File: config.mk
export PLATFORM = sky130hd
export DESIGN_NAME = sram_responder
export DESIGN_NICKNAME = d
export VERILOG_FILES = /design/src/rtl/sram_responder.sv
export SDC_FILE = /design/constraint.sdc
export NUM_CORES = 1
export LEC_CHECK = 0
export CAP_MARGIN = 20
export CORE_MARGIN = 2
export CORE_UTILIZATION = 41
export DETAILED_ROUTE_END_ITERATION = 10
export PLACE_DENSITY = 0.85
export SYNTH_ARGS = -nofsm -noshare
export SYNTH_HDL_FRONTEND = slang
export SYNTH_SLANG_ARGS = --single-unit
export TNS_END_PERCENT = 50
File: constraint.sdc
create_clock -name clk -period 2.6 [get_ports clk]
set_input_delay 0.52 -clock clk [delete_from_list [all_inputs] [get_ports clk]]
set_output_delay 0.52 -clock clk [all_outputs]
set_load 0.1 [all_outputs]
File: src/rtl/sram_responder.sv
// sram_responder: executes single-word read/write requests as timed
// transactions on an external asynchronous 16-bit SRAM.
// Sequence per request: SETUP (address/CE, write data driven), ACCESS
// (OE or WE strobe held WAIT_STATES+1 cycles), HOLD (strobe released,
// address/data still held), DONE (one-cycle ready pulse, CE released).
// Every output, including the SRAM pins, comes straight from a flop.
module sram_responder #(
   parameter int DATA_W      = 16,
   parameter int ADDR_W      = 16,
   parameter int WAIT_STATES = 2
) (
   input  logic              clk,
   input  logic              rst,
   input  logic              req,
   input  logic              cpu_we_n,
   input  logic [ADDR_W-1:0] ram_addr,
   input  logic [DATA_W-1:0] ram_data,
   output logic [DATA_W-1:0] ram_q,
   output logic              ready,
   output logic [ADDR_W-1:0] sram_addr,
   output logic [DATA_W-1:0] sram_dq_out,
   output logic              sram_dq_oe,
   input  logic [DATA_W-1:0] sram_dq_in,
   output logic              sram_ce_n,
   output logic              sram_oe_n,
   output logic              sram_we_n_o
);

   // Counter must hold WAIT_STATES; keep at least one bit when it is 0.
   localparam int CNT_W = (WAIT_STATES > 0) ? $clog2(WAIT_STATES + 1) : 1;
   localparam logic [CNT_W-1:0] WS_LOAD = CNT_W'(WAIT_STATES);

   localparam logic [2:0] S_IDLE   = 3'd0;
   localparam logic [2:0] S_SETUP  = 3'd1;
   localparam logic [2:0] S_ACCESS = 3'd2;
   localparam logic [2:0] S_HOLD   = 3'd3;
   localparam logic [2:0] S_DONE   = 3'd4;

   logic [2:0]       r_state;
   logic [CNT_W-1:0] r_cnt;
   logic             r_we_n;   // latched transaction direction

   // Transaction FSM; all SRAM pins and CPU-side outputs are set here.
   always_ff @(posedge clk or posedge rst) begin
      if (rst) begin
         r_state     <= S_IDLE;
         r_cnt       <= '0;
         r_we_n      <= 1'b1;
         ready       <= 1'b0;
         ram_q       <= '0;
         sram_addr   <= '0;
         sram_dq_out <= '0;
         sram_dq_oe  <= 1'b0;
         sram_ce_n   <= 1'b1;
         sram_oe_n   <= 1'b1;
         sram_we_n_o <= 1'b1;
      end else begin
         ready <= 1'b0;
         case (r_state)
            S_IDLE: begin
               if (req) begin
                  // Capture the request; SETUP presents address and CE
                  // (and write data) from the next cycle on.
                  r_we_n    <= cpu_we_n;
                  sram_addr <= ram_addr;
                  sram_ce_n <= 1'b0;
                  if (!cpu_we_n) begin
                     sram_dq_out <= ram_data;
                     sram_dq_oe  <= 1'b1;
                  end
                  r_state <= S_SETUP;
               end
            end
            S_SETUP: begin
               if (r_we_n) begin
                  sram_oe_n <= 1'b0;
               end else begin
                  sram_we_n_o <= 1'b0;
               end
               r_cnt   <= WS_LOAD;
               r_state <= S_ACCESS;
            end
            S_ACCESS: begin
               if (r_cnt == '0) begin
                  sram_oe_n   <= 1'b1;
                  sram_we_n_o <= 1'b1;
                  // Read data is sampled while OE is still asserted.
                  if (r_we_n) begin
                     ram_q <= sram_dq_in;
                  end
                  r_state <= S_HOLD;
               end else begin
                  r_cnt <= r_cnt - CNT_W'(1);
               end
            end
            S_HOLD: begin
               ready      <= 1'b1;
               sram_ce_n  <= 1'b1;
               sram_dq_oe <= 1'b0;
               r_state    <= S_DONE;
            end
            S_DONE: begin
               r_state <= S_IDLE;
            end
            default: begin
               r_state <= S_IDLE;
            end
         endcase
      end
   end

endmodule
==> results of run 1 <==
-- cell usage in the layout, fill, tap and decap left out, drive strengths merged, types with 2 or more instances in the layout --
cell type / netlist / final
o31ai: 2 / 2
nand2: 3 / 3
o21ai: 2 / 2
bufinv: 0 / 2
clkbuf: 1 / 11
buf: 7 / 56
clkdlybuf4s50: 0 / 51
dfstp: 4 / 4
mux2i: 2 / 2
clkinv: 0 / 3
inv: 7 / 7
nor2: 6 / 6
mux2: 48 / 48
dfrtp: 55 / 55
nor3: 2 / 2
-- tightest hold or removal path, stage by stage, from the launching register on --
cell,delay (ps)
dfstp_2,370
o31ai_1,50
nand2_1,50
-- per-stage QoR --
step | setup slack [ps] | utilization, % | cells | cell area, um^2 | hold WS, ps
5_1_grt | 340.6 | 64.05 | 339 | 3548 | 486.0
3_5_place_dp | 430.4 | 59.96 | 323 | 3322 | 468.2
2_1_floorplan | 630.3 | - | 152 | 2364 | 456.1
6_report | 494.1 | 64.05 | 339 | 3548 | 475.4
3_3_place_gp | 464.2 | 59.96 | 323 | 3322 | 465.0
4_1_cts | 461.9 | 64.05 | 339 | 3548 | 478.2
-- final timing paths --
path                            from            to  depth (start not counted)
hold reg to reg            sram_oe_n     sram_oe_n                          2
hold / removal             sram_oe_n     sram_oe_n                          2
setup reg to reg            r_cnt[0]      ram_q[9]                          4
setup / recovery            r_cnt[0]      ram_q[9]                          4
min in group asynchronous        rst  sram_addr[8]                          2
max in group asynchronous        rst   sram_we_n_o                          3
-- final cells by class --
cell class / count / share of cell area (%)
sequential: 59 / 41.75
inverter: 7 / 0.7405
multi-input combinational: 78 / 22.00
clock buffer: 11 / 4.267
tap: 72 / 2.539
clock inverter: 5 / 2.116
timing repair buffer: 107 / 26.59
-- logic make-up (layout without fill, tap and decap cells) --
family | count (synthesis) | count (layout)
compound gates | 10 | 10
mux | 50 | 50
simple gates | 16 | 16
flops | 59 | 59
xor+xnor | 1 | 1
buf+inv | 15 | 130
fa+ha+maj | 1 | 1
-- layer usage --
layer	up-vias	share of wire (%)	track usage, %
li1	745	-	-
met1	801	41	20.87
met2	59	51	27.33
met3	6	6.8	5.204
met4	0	1.2	7.627
met5	-	0	0
-- flip-flops by register name, summed over array words and instances (netlist names) --
register and count:
ram_q 16, sram_addr 16, sram_dq_out 16, r_state 3, r_cnt 2, r_we_n 1, ready 1, sram_ce_n 1
sram_dq_oe 1, sram_oe_n 1, sram_we_n_o 1
==> flow_summary.toml, run 1 <==
[clock_network]
numCtsBuffers = 9
htree_levels = 3
clk_path_buf_depth = 2
cts_resized = 0
clock-sinks = 59
clk_pin_slew_ps = 70
clk_latency_ps = 320
hold_buffers = 0
cts_setup_buffers = 0
cts_tree = "yes"
root_buffer = "clkbuf_8"

[flow_run]
maxCapViolations = 0

[synthesis]
synth_top_area_share_pct = 58.23
synth_fp_nets = 205
synthTopCellsByCount = "55 x dfrtp_1, 40 x mux2_2, 8 x mux2_4"
synthTopCellsByArea = "dfrtp_1 58%, mux2_2 19%, mux2_4 5.1%"
ys_ff_latch = 59
netlist_area_um2 = 2364
async_flop_share_pct = 100.0
synth_area_per_cell_um2 = 15.55
synth_cell_type_count = 29
synth_cells = 152
synth-simple-area-share_pct = 4.076
synth_top_family_by_area = "multiplexers"
synth_mux_area_share_pct = 24.99
synth.most_common_cell = "dfrtp_1"
synth-compound-area-share_pct = 3.070
yosys.area.top_type = "dfrtp_1"
synth-edff-count = 0
ys_seq_area_share_pct = 62.68
synth_top_flop_cell = "dfrtp_1"
synth_xor_xnor_area_share_pct = 0.3706
yosys.area_share.adder_pct = 0.5294
yosys_warnings = 0

[worst_setup_path]
worstSetupPathType = "flip-flop to flip-flop"
critical_path_buf_inv_count = 1
slowest_stage = "nand4_1"
arrival_ps = 2310
path_cells = "inv_1 -> ha_1 -> nand4_1 -> mux2_2"
rrSetupSlack_ps = 490
setup.worst_path.start_class = "flip-flop"
cp_max_fo = 16
endpoint_kind = "flip-flop"
cpPeakStageDelay_ps = 710
critPathRequiredTime_ps = 2800
crit_family = "simple AND/OR/NAND/NOR gates"

[global_routing]
antenna_found_initial = 0
grt_max_degree = 37
grt.overflow.total = 0
grt_pass1_vias = 1735
grt_pass1_wl_mm = 8.273
grt_usage_pct = 16.96

[timing]
hold_viol_final = 0
min_period_ps = 2106
timing.fmax_mhz = 474.9
slew_headroom_pct = 41.17
fin_crit_sh_pct = 81.00
rsz0062_at_grt = "no"
setup_tns_ps = 0
finalSetupViolations = 0
worst_slew_pin_slew_ps = 879.9
final_max_slew_viol_count = 0
skew_ps = 5.256

[detailed_routing]
wl_mm = 4.947
ant_nets = 0
firstDrtPassIters = 4
wire_per_inst_um = 14.59
vias_per_cell = 4.752
drt_iter0_drc = 45
route.detailed.drc = 0
dr_total_vias = 1611

[cells_and_area]
seq_area_um2 = 1481
multi_input_area_um2 = 780.7
area_growth_syn_to_layout_pct = 50.13
fillers = 448
drive_above_1_share_pct = 47.19
antenna_cells = 0
fin_nets = 315

[placement]
dpl.hpwl_mm = 3.626
gp_routability_congestion = 0.6793
io_buffer_count = 104

[die]
start_util_pct = 42.66
die_w_um = 79.93
core_area_um2 = 5540
chipHeight_um = 79.93
io_pins = 105
fp-row-count = 27
die_area_um2 = 6388

[hold_path]
hold_path_class = "flip-flop to flip-flop"

[run_status]
status = "finished clean"
Power of run 1 is not shown: default switching activity piles up to over one toggle a cycle in this logic, so the estimate is an artifact.
==> run 2: changes to the inputs <==
--- a/config.mk
+++ b/config.mk
@@ -7,9 +7,9 @@
 export LEC_CHECK = 0
 export CAP_MARGIN = 20
 export CORE_MARGIN = 2
-export CORE_UTILIZATION = 41
+export CORE_UTILIZATION = 37
 export DETAILED_ROUTE_END_ITERATION = 10
-export PLACE_DENSITY = 0.85
+export PLACE_DENSITY = 0.81
 export SYNTH_ARGS = -nofsm -noshare
 export SYNTH_HDL_FRONTEND = slang
 export SYNTH_SLANG_ARGS = --single-unit
==> constraint.sdc (replaced) <==
create_clock -name clk -period 1.85 [get_ports clk]
set_input_delay 0.37 -clock clk [delete_from_list [all_inputs] [get_ports clk]]
set_output_delay 0.37 -clock clk [all_outputs]
set_load 0.1 [all_outputs]
==> run 2 against run 1 <==
Register-to-register slack lost 230 ps. Critical path type is now input port to flip-flop. Die area grew 10%. First-iteration DRC count rose by 13%. Hold slack got worse by 120 ps. Non-clock buffer count increased by 5. Via count down 0.31%. Critical path depth grew 1. Cell area rose by 20%. Clock skew down 1.2 ps. Final cell count grew 2.9%. Clock-buffer cell count decreased by 1.
==> flow_summary.toml, run 2 (synthesis results as in run 1) <==
[run_status]
status = "finished clean"

[global_routing]
grt_pass1_vias = 1759
grt.overflow.total = 0
grt_usage_pct = 16.21
grt_pass1_wl_mm = 8.790
grt_max_degree = 26
antenna_found_initial = 0

[clock_network]
cts_resized = 0
hold_buffers = 0
cts_setup_buffers = 0
clk_path_buf_depth = 2
clk_latency_ps = 320
htree_levels = 3
clock-sinks = 59
clk_pin_slew_ps = 70
numCtsBuffers = 9
cts_tree = "yes"
root_buffer = "clkbuf_8"

[die]
die_w_um = 83.93
chipHeight_um = 83.93
fp-row-count = 29
io_pins = 105
die_area_um2 = 7043
core_area_um2 = 6277
start_util_pct = 37.65

[cells_and_area]
drive_above_1_share_pct = 48.16
layout_common_cells = "55 x buf_12, 55 x dfrtp_1, 51 x clkdlybuf4s50_1"
fillers = 436
top_regs = "ram_q x16, sram_addr x16, sram_dq_out x16"
fin_nets = 320
finalNonFillerCells = 349
area_growth_syn_to_layout_pct = 80.57
antenna_cells = 0

[worst_setup_path]
arrival_ps = 1820
endpoint_kind = "flip-flop"
worstSetupPathType = "input port to flip-flop"
cp_max_fo = 18
critPathRequiredTime_ps = 2060
setup.worst_path.start_class = "input port"

[timing]
timing.fmax_mhz = 620.2
rsz0062_at_grt = "no"
skew_ps = 4.101
final_max_slew_viol_count = 0
slew_headroom_pct = 74.45
min_period_ps = 1612
fin_crit_sh_pct = 87.16
finalSetupViolations = 0
worst_slew_pin_slew_ps = 382.7
setup_slack_ps = 237.5
hold_viol_final = 0

[flow_run]
maxCapViolations = 0

[detailed_routing]
wl_mm = 5.166
firstDrtPassIters = 4
dr_total_vias = 1606
ant_nets = 0
wire_per_inst_um = 14.80
drt_iter0_drc = 51
vias_per_cell = 4.602
route.detailed.drc = 0

[placement]
dpl.hpwl_mm = 3.965
gp_routability_congestion = 0.7705
dpl.cell_count = 333
io_buffer_count = 104
pre_cts_ws_ps = -104.6

[hold_path]
hold_path_class = "input port to async pin"
run 2: cell count changes in the layout (fill, tap and decap cells not counted):
cell / before / now
clkinv_4: 0 / 1
clkinvlp_4: 0 / 2
clkinv_2: 3 / 1
buf_12: 1 / 55
buf_4: 55 / 6
clkbuf_8: 11 / 10
run 2: path summary, 6_finish.rpt:
check | start | end | slack, ps | depth (start not counted)
min | rst | ram_q[0] | 350 | 2
max in group asynchronous | rst | sram_dq_out[12] | 910 | 3
min reg2reg | r_cnt[0] | r_cnt[0] | 490 | 1
max reg2reg | r_state[0] | sram_dq_out[11] | 260 | 4
min in group clk | r_cnt[0] | r_cnt[0] | 490 | 1
max | req | sram_dq_out[11] | 240 | 5
run 2: critical path, cell delays in order:
cell             delay (ps)
clkdlybuf4s50_1         480
nor4b_4                 230
and2b_1                 210
buf_12                  180
mux2_2                  350
run 2: area by class of cell:
type / count / area (um^2) / area share, %
inverter: 7 / 26.28 / 0.6157
clock inverter: 6 / 88.84 / 2.082
tap: 77 / 96.34 / 2.257
sequential: 59 / 1481 / 34.71
timing repair buffer: 112 / 1657 / 38.82
multi-input combinational: 78 / 780.7 / 18.29
clock buffer: 10 / 137.6 / 3.225
run 2: per-layer routing:
layer	vias up	track usage (%)	part of all wire, %
met5	-	0	0
met4	0	6.012	1.5
met3	9	6.133	6.5
met2	57	26.55	52
met1	784	19.50	40
li1	756	-	-
run 2: stage by stage:
step | instance area [um^2] | hold WS, ps | util, % | TNS [ps]
4_1_cts | 4268 | 353.7 | 67.99 | 0
3_3_place_gp | 4041 | 475.5 | 64.38 | -501.5
5_1_grt | 4268 | 359.0 | 67.99 | 0
3_5_place_dp | 4041 | 478.7 | 64.38 | -1726
2_1_floorplan | 2364 | 456.1 | - | 0
6_report | 4268 | 353.8 | 67.99 | 0
Power of run 2 is left out for the same reason.
==> run 3: changes to the inputs <==
--- a/config.mk
+++ b/config.mk
@@ -7,9 +7,10 @@
 export LEC_CHECK = 0
 export CAP_MARGIN = 20
 export CORE_MARGIN = 2
-export CORE_UTILIZATION = 37
+export CORE_UTILIZATION = 45
 export DETAILED_ROUTE_END_ITERATION = 10
-export PLACE_DENSITY = 0.81
+export GPL_ROUTABILITY_DRIVEN = 0
+export PLACE_DENSITY = 0.91
 export SYNTH_ARGS = -nofsm -noshare
 export SYNTH_HDL_FRONTEND = slang
 export SYNTH_SLANG_ARGS = --single-unit
==> constraint.sdc (replaced) <==
create_clock -name clk -period 2.1 [get_ports clk]
set_input_delay 0.42 -clock clk [delete_from_list [all_inputs] [get_ports clk]]
set_output_delay 0.42 -clock clk [all_outputs]
set_load 0.1 [all_outputs]
==> run 3 against run 2 <==
Sequential share of layout area increased by 6.1 points. Routed wire length increased by 1.0%. Die area decreased by 17%. Critical endpoint is now sram_dq_out[12].
==> flow_summary.toml, run 3 (synthesis results as in run 1) <==
[run_status]
status = "finished clean"

[detailed_routing]
drt_iter0_drc = 64
vias_per_cell = 4.737
wire_per_inst_um = 15.26
ant_nets = 0
wl_mm = 5.220
dr_total_vias = 1620
route.detailed.drc = 0
firstDrtPassIters = 3

[clock_network]
hold_buffers = 0
clk_path_buf_depth = 2
clock-sinks = 59
clk_latency_ps = 330
clk_pin_slew_ps = 70
root_buffer = "clkbuf_8"
numCtsBuffers = 9
cts_resized = 0
htree_levels = 3
cts_setup_buffers = 0
cts_tree = "yes"

[global_routing]
grt_pass1_vias = 1757
grt_max_degree = 28
grt_use_met1_pct = 22.41
met2_usage_pct = 32.65
grt.overflow.total = 0
grt_pass1_wl_mm = 8.707
gr-usage-met3_pct = 5.332
grt_usage_pct = 19.05
grt_most_used_layer = "met2"
antenna_found_initial = 0

[placement]
io_buffer_count = 104
dpl.cell_count = 326
place_area_um2 = 3407
dpl.hpwl_mm = 3.890

[cells_and_area]
antenna_cells = 0
layout_common_cells = "56 x buf_4, 55 x dfrtp_1, 51 x clkdlybuf4s50_1"
finalNonFillerCells = 342
top_regs = "ram_q x16, sram_addr x16, sram_dq_out x16"
final_area_um2 = 3633
mostFrequentLayoutCell = "buf_4"
drive_above_1_share_pct = 48.16
fin_nets = 320
final_util_pct = 71.60
area_growth_syn_to_layout_pct = 53.73

[worst_setup_path]
worstSetupPathType = "input port to flip-flop"
cp_max_fo = 17
endpoint_kind = "flip-flop"
critical_path_buf_inv_count = 2
cpPeakStageDelay_ps = 480
rrSetupSlack_ps = 530
crit_family = "buffers and inverters"
slowest_stage = "clkdlybuf4s50_1"
path_cells = "clkdlybuf4s50_1 -> nor4b_4 -> and2b_1 -> buf_12 -> mux2_2"
critPathRequiredTime_ps = 2310
arrival_ps = 1870
setup.worst_path.start_class = "input port"

[die]
die_area_um2 = 5848
fp-row-count = 26
chipHeight_um = 76.47
die_w_um = 76.47
core_area_um2 = 5075
start_util_pct = 46.57
io_pins = 105

[timing]
slew_headroom_pct = 70.80
rsz0062_at_grt = "no"
skew_ps = 7.621
worst_slew_pin_slew_ps = 437.4
fin_crit_sh_pct = 79.15
final_max_slew_viol_count = 0
setup_tns_ps = 0
min_period_ps = 1662
finalSetupViolations = 0
hold_viol_final = 0
timing.fmax_mhz = 601.6

[flow_run]
maxCapViolations = 0

[hold_path]
hold_path_class = "input port to async pin"
-- run 3: worst register-to-register path: stages, from the launching register on --
cell	delay, ps
dfrtp_1	410
nor4b_4	300
and2b_1	220
buf_12	180
mux2_2	350
-- run 3: through the flow --
step           setup WS, ps  hold WS [ps]
3_5_place_dp          92.52         491.4
2_1_floorplan         230.3         456.1
4_1_cts               436.8         433.5
6_report              437.8         430.2
3_3_place_gp          106.8         474.2
5_1_grt               367.8         473.5
-- run 3: worst paths after layout --
| path | from | end | cells after the start |
|---|---|---|---|
| max | req | sram_dq_out[12] | 5 |
| min reg2reg | sram_oe_n | sram_oe_n | 2 |
| max in group asynchronous | rst | sram_addr[6] | 3 |
| min | rst | ram_q[13] | 2 |
| min in group clk | sram_oe_n | sram_oe_n | 2 |
| max reg2reg | r_state[0] | sram_dq_out[12] | 4 |
-- run 3: metal layers --
| layer | share of wire [%] | vias up |
|---|---|---|
| li1 | - | 755 |
| met1 | 40 | 801 |
| met2 | 53 | 57 |
| met3 | 6.0 | 7 |
| met4 | 1.2 | 0 |
| met5 | 0 | - |
-- run 3: area by class of cell --
class / count / area [um^2]
Timing Repair Buffer: 112 / 1031
Tap cell: 70 / 87.58
Sequential cell: 59 / 1481
Fill cell: 385 / 1441
Inverter: 7 / 26.28
Multi-Input combinational cell: 78 / 780.7
Clock buffer: 10 / 137.6
Clock inverter: 6 / 88.84
Power of run 3 is left out for the same reason.
